### src/rtl/seq_multiplier_8bit_pkg.sv
// Shared constants and FSM encoding for the 8x8 shift-and-add multiplier.
// WIDTH is fixed at 8 by adder_8bit; CNT_W counts the eight add/shift steps.
package seq_multiplier_8bit_pkg;

  localparam int WIDTH = 8;
  localparam int CNT_W = 3;
  localparam int PW    = 2 * WIDTH;

  typedef enum logic [1:0] {
    IDLE = 2'b00,
    RUN  = 2'b01,
    DONE = 2'b10
  } state_e;

  // Value the step counter holds during the last add/shift step.
  localparam logic [CNT_W-1:0] LAST_STEP = CNT_W'(WIDTH - 1);

endpackage

### src/rtl/adder_8bit.sv
// 8-bit ripple-carry adder, purely combinational.
// Ports: a_i, b_i (8b addends), cin_i (carry in) -> sum_o (8b), cout_o.
module adder_8bit
  import seq_multiplier_8bit_pkg::*;
(
  input  logic [WIDTH-1:0] a_i,
  input  logic [WIDTH-1:0] b_i,
  input  logic             cin_i,
  output logic [WIDTH-1:0] sum_o,
  output logic             cout_o
);

  always_comb begin
    logic c;
    c     = cin_i;
    sum_o = '0;
    for (int i = 0; i < WIDTH; i++) begin
      sum_o[i] = a_i[i] ^ b_i[i] ^ c;
      c = (a_i[i] & b_i[i])
        | (a_i[i] & c)
        | (b_i[i] & c);
    end
    cout_o = c;
  end

endmodule

### src/rtl/seq_multiplier_8bit.sv
// Sequential 8x8 unsigned shift-and-add multiplier feeding adder_8bit.
// Ports: clk, rst_n (async low), start, a, b -> product (16b), busy, done.
module seq_multiplier_8bit
  import seq_multiplier_8bit_pkg::*;
(
  input  logic             clk,
  input  logic             rst_n,
  input  logic             start,
  input  logic [WIDTH-1:0] a,
  input  logic [WIDTH-1:0] b,
  output logic [PW-1:0]    product,
  output logic             busy,
  output logic             done
);

  state_e             state_q, state_d;
  logic [WIDTH-1:0]   mcand_q, mcand_d;
  logic [PW-1:0]      p_q, p_d;
  logic [CNT_W-1:0]   cnt_q, cnt_d;
  logic [PW-1:0]      prod_q, prod_d;

  logic [WIDTH-1:0]   add_b;
  logic [WIDTH-1:0]   sum;
  logic               cout;
  logic [PW-1:0]      step_p;

  // Upper half of P accumulates; the multiplier bit
  // in P[0] selects whether mcand is added this step.
  assign add_b = p_q[0] ? mcand_q : '0;

  adder_8bit u_add (
    .a_i    (p_q[PW-1:WIDTH]),
    .b_i    (add_b),
    .cin_i  (1'b0),
    .sum_o  (sum),
    .cout_o (cout)
  );

  // Carry lands in P[15], so 0xFF*0xFF cannot overflow.
  assign step_p = {cout, sum, p_q[WIDTH-1:1]};

  always_ff @(posedge clk or negedge rst_n) begin
    if (!rst_n) begin
      state_q <= IDLE;
      mcand_q <= '0;
      p_q     <= '0;
      cnt_q   <= '0;
      prod_q  <= '0;
    end else begin
      state_q <= state_d;
      mcand_q <= mcand_d;
      p_q     <= p_d;
      cnt_q   <= cnt_d;
      prod_q  <= prod_d;
    end
  end

  always_comb begin
    state_d = state_q;
    mcand_d = mcand_q;
    p_d     = p_q;
    cnt_d   = cnt_q;
    prod_d  = prod_q;
    unique case (state_q)
      IDLE: begin
        if (start) begin
          mcand_d = a;
          p_d     = {{WIDTH{1'b0}}, b};
          cnt_d   = '0;
          state_d = RUN;
        end
      end
      RUN: begin
        p_d   = step_p;
        cnt_d = cnt_q + CNT_W'(1);
        // Capture the value being written to P,
        // not the stale P of this cycle.
        if (cnt_q == LAST_STEP) begin
          prod_d  = step_p;
          state_d = DONE;
        end
      end
      DONE: begin
        state_d = IDLE;
      end
      default: begin
        state_d = IDLE;
      end
    endcase
  end

  assign product = prod_q;
  assign busy    = (state_q != IDLE);
  assign done    = (state_q == DONE);

endmodule

### config.mk
export PLATFORM = sky130hd
export DESIGN_NAME = seq_multiplier_8bit
export DESIGN_NICKNAME = d
export VERILOG_FILES = /design/src/rtl/seq_multiplier_8bit_pkg.sv /design/src/rtl/adder_8bit.sv /design/src/rtl/seq_multiplier_8bit.sv
export SDC_FILE = /design/constraint.sdc
export NUM_CORES = 1
export LEC_CHECK = 0
export BUFFER_PORTS_ARGS = -buffer_cell sky130_fd_sc_hd__buf_2
export CELL_PAD_IN_SITES_DETAIL_PLACEMENT = 0
export CELL_PAD_IN_SITES_GLOBAL_PLACEMENT = 1
export CORE_UTILIZATION = 25
export DETAILED_ROUTE_END_ITERATION = 6
export PLACE_DENSITY = 0.61
export SKIP_CTS_REPAIR_TIMING = 1
export SLEW_MARGIN = 20
export SYNTH_ARGS = -nofsm -noshare
export SYNTH_HDL_FRONTEND = slang
export SYNTH_SLANG_ARGS = --single-unit
### constraint.sdc
create_clock -name clk -period 4.48 [get_ports clk]
set_input_delay 1.12 -clock clk [delete_from_list [all_inputs] [get_ports clk]]
set_output_delay 1.12 -clock clk [all_outputs]
set_load 0.02 [all_outputs]
==> PnR_summary.wiki <==
{| class="wikitable"
! Metric !! Value
|-
| Required time worst endpoint || 4.65 ns
|-
| Share of synthesized area occupied by flip-flops and latches || 54.6%
|-
| Minimum period implied by the final worst setup slack || roughly 3.7 ns
|-
| Height of the die || approximately 93 um
|-
| Aggregate global routing overflow || 0
|-
| Via density per instance || between 4 and 5
|-
| Number of setup violations in the final report || 0
|-
| Placed Cells || 299
|-
| Num CTS Buffers || 5
|-
| Layout Cell Area excl Fill || 0.00243 mm^2
|-
| Final antenna-violating net count || 0
|-
| Later-pin clock latency in the skew report || 0.30 ns
|-
| Netlist area before placement || 0.00206 mm^2
|-
| Area post-placement || 0.00231 mm^2
|-
| Smallest hold slack || 0.475 ns
|-
| Synth area leader || sky130_fd_sc_hd__dfrtp_1
|-
| Cell variety after synth || 25
|-
| LEAKAGE || between 1 and 1.5 nW
|-
| VDD IR max || 0.000188 V
|-
| Port Buffers || 36
|-
| Post-synthesis instance total || 169
|-
| GPL Wtd Cong || between 0.7 and 0.8
|-
| Worst setup path class || flop to flop
|-
| Final number of max-transition violations || 0
|-
| Commonest non-fill, non-tap cells in the layout || 45 x sky130_fd_sc_hd__dfrtp_1, 35 x sky130_fd_sc_hd__buf_2, 22 x sky130_fd_sc_hd__nand2_1, 16 x sky130_fd_sc_hd__o21ai_0, 14 x sky130_fd_sc_hd__o22ai_1
|-
| Maximum number of pins on one net before global-route repair || 46
|-
| Antenna violations before repair || 0
|-
| Outcome || completed
|-
| H-tree lvl count || 2
|-
| Share of layout cells above drive strength 1 || 31.7%
|-
| CTS root buffer || sky130_fd_sc_hd__clkbuf_8
|-
| Initial standard-cell utilization of the core || about a quarter
|-
| Largest buffer count on any clock path || 2
|-
| Layout-stage area growth over the synthesis result || 18.0%
|-
| Max_slew headroom || a little under two fifths
|-
| Clock-pin slew on the worst setup and hold paths || 0.08 ns
|-
| Share of the clock period used by the worst path || 82.1%
|-
| Net count, final || 233
|-
| Average wire per cell in the routed design || 13.4 um
|-
| Area of the die || ~0.0086 mm^2
|-
| Power density of the placed cells || approximately 770 mW/mm^2
|-
| Biggest area contributors in the synthesized netlist || sky130_fd_sc_hd__dfrtp_1 55%, sky130_fd_sc_hd__mux2_4 8.0%, sky130_fd_sc_hd__fa_1 6.8%, sky130_fd_sc_hd__o22ai_1 4.2%, sky130_fd_sc_hd__nand2_1 4.0%
|-
| Rows || 32
|-
| Fin Setup TNS || 0 ns
|-
| Yosys warning total || 0
|-
| Arrival time of the worst setup path || 3.85 ns
|-
| RSZ-0062 raised after global routing || no
|-
| Final HPWL from detailed placement || 2.93 mm
|-
| Number of filler cells placed in the layout || 827
|-
| Average cell area after synthesis || about 12 um^2
|-
| Highest fanout seen on the critical path || 10
|-
| Placeable core region || 0.00785 mm^2
|-
| Path category of the worst min-delay check || flop to flop
|-
| Clock tree from TritonCTS || built
|-
| Flop and latch count out of synthesis || 45
|-
| Final Instance Count excl. Fillers || 307
|-
| Ports placed on the boundary || 37
|-
| Commonest non-fill, non-tap cell in the layout || sky130_fd_sc_hd__dfrtp_1
|-
| Top-area cell type share of the netlist area || 54.6%
|-
| Drc violations || 0
|-
| Slew @ Worst Pin || ~0.94 ns
|-
| Layout Skew || 0.00960 ns
|-
| Total global-route track usage || 10.3%
|-
| Achievable clock frequency || 0.272 GHz
|-
| Number of iterations in the first detailed-routing pass || 4
|-
| Number of sinks on the clock net || 45
|-
| Count of max-cap constraint violations || 0
|-
| Final Hold Violating Endpoints || 0
|-
| Wire length of the first global-routing pass || 6.73 mm
|-
| Synthesized netlist net count || 198
|-
| Die width || 92.8 um
|-
| DR vias || 1348
|-
| Number of global-route vias before repair || 1315
|-
| Endpoint kind of the worst setup timing path || flop
|-
| Antenna diodes || 0
|-
| Total wire length || 4.12 mm
|-
| Post-layout utilization of the core || between 30% and 40%
|-
| Number of DRC violations after detailed-routing iteration 0 || 34
|-
| Type of element launching the critical path || flop
|}
[worst max-delay path, cell delays in order, from the launching register on]
cell	delay [ns]
sky130_fd_sc_hd__dfrtp_1	0.49
sky130_fd_sc_hd__and2_1	0.17
sky130_fd_sc_hd__ha_1	0.13
sky130_fd_sc_hd__inv_1	0.04
sky130_fd_sc_hd__fa_1	0.34
sky130_fd_sc_hd__inv_1	0.07
sky130_fd_sc_hd__fa_1	0.15
sky130_fd_sc_hd__inv_1	0.05
sky130_fd_sc_hd__fa_1	0.37
sky130_fd_sc_hd__fa_1	0.39
sky130_fd_sc_hd__fa_1	0.38
sky130_fd_sc_hd__fa_1	0.39
sky130_fd_sc_hd__fa_1	0.50
sky130_fd_sc_hd__o21ai_0	0.08
[Yosys cell counts]
| library cell | instances |
|---|---|
| sky130_fd_sc_hd__fa_1 | 7 |
| sky130_fd_sc_hd__o22ai_1 | 14 |
| sky130_fd_sc_hd__nor2_8 | 1 |
| sky130_fd_sc_hd__o32ai_1 | 1 |
| sky130_fd_sc_hd__a21oi_1 | 8 |
| sky130_fd_sc_hd__clkbuf_1 | 1 |
| sky130_fd_sc_hd__buf_2 | 3 |
| sky130_fd_sc_hd__nand3b_4 | 1 |
| sky130_fd_sc_hd__mux2_2 | 6 |
| sky130_fd_sc_hd__mux2_4 | 11 |
| sky130_fd_sc_hd__o21ai_0 | 16 |
| sky130_fd_sc_hd__and2_1 | 2 |
| sky130_fd_sc_hd__nand2b_2 | 1 |
| sky130_fd_sc_hd__a22o_1 | 3 |
| sky130_fd_sc_hd__ha_1 | 3 |
| sky130_fd_sc_hd__nor2_1 | 3 |
| sky130_fd_sc_hd__inv_2 | 1 |
| sky130_fd_sc_hd__o21bai_1 | 1 |
| sky130_fd_sc_hd__buf_6 | 2 |
| sky130_fd_sc_hd__buf_4 | 2 |
| sky130_fd_sc_hd__inv_1 | 13 |
| sky130_fd_sc_hd__nand2b_1 | 1 |
| sky130_fd_sc_hd__dfrtp_1 | 45 |
| sky130_fd_sc_hd__nand2_1 | 22 |
| sky130_fd_sc_hd__or2_2 | 1 |
[final cells by class]
cell class,instances,area (um^2),area share (%)
repair buffers,36,183,7.51
well taps,102,128,5.24
flip-flops and latches,45,1130,46.3
clock inverters,1,30.0,1.23
clock buffers,7,86.3,3.55
inverters,14,52.6,2.16
multi-input cells,102,828,34.0
[final timing paths]
path / startpoint / to / slack (ns) / cells past startpoint
min reg2reg: product[11] / product[11] / 0.48 / 2
max: p_q[0] / p_q[14] / 0.80 / 13
min in group asynchronous: rst_n / mcand_q[6] / 0.82 / 1
max in group asynchronous: rst_n / product[3] / 3.27 / 1
min: product[11] / product[11] / 0.48 / 2
max reg2reg: p_q[0] / p_q[14] / 0.80 / 13
[metal layers]
metal,up-vias,GRT usage [%],part of all wire [%]
met1,660,13.6,46
li1,650,-,-
met5,-,0,0
met3,5,3.28,5.8
met4,0,5.00,2.0
met2,33,15.3,47
[sequential cells by signal, indices dropped and copies added, names as in the netlist]
name     flops
mcand_q      8
p_q         16
product     16
cnt_q        3
state_q      2
[stage by stage]
stage	power, mW	worst slack (ns)
6_report	1.89	0.801
2_1_floorplan	1.35	0.822
5_1_grt	2.04	0.585
3_3_place_gp	1.58	0.821
4_1_cts	1.92	0.771
3_5_place_dp	1.60	0.755
[power by group]
part / internal [mW] / switching (mW)
combinational: 0.377 / 0.437
sequential: 0.610 / 0.141
clock: 0.182 / 0.139
total: 1.17 / 0.717
[cells by family (layout without fill, tap and decap cells)]
family	after synthesis	count (layout)	share of synthesized area [%]
AOI/OAI and AO/OA	43	43	12.1
adders and majority gates	10	10	8.61
buffers and inverters	22	58	5.28
DFF	45	45	54.6
muxes	17	17	11.3
and+or+nand+nor	32	32	8.13
(Power assumes the default switching activity.)
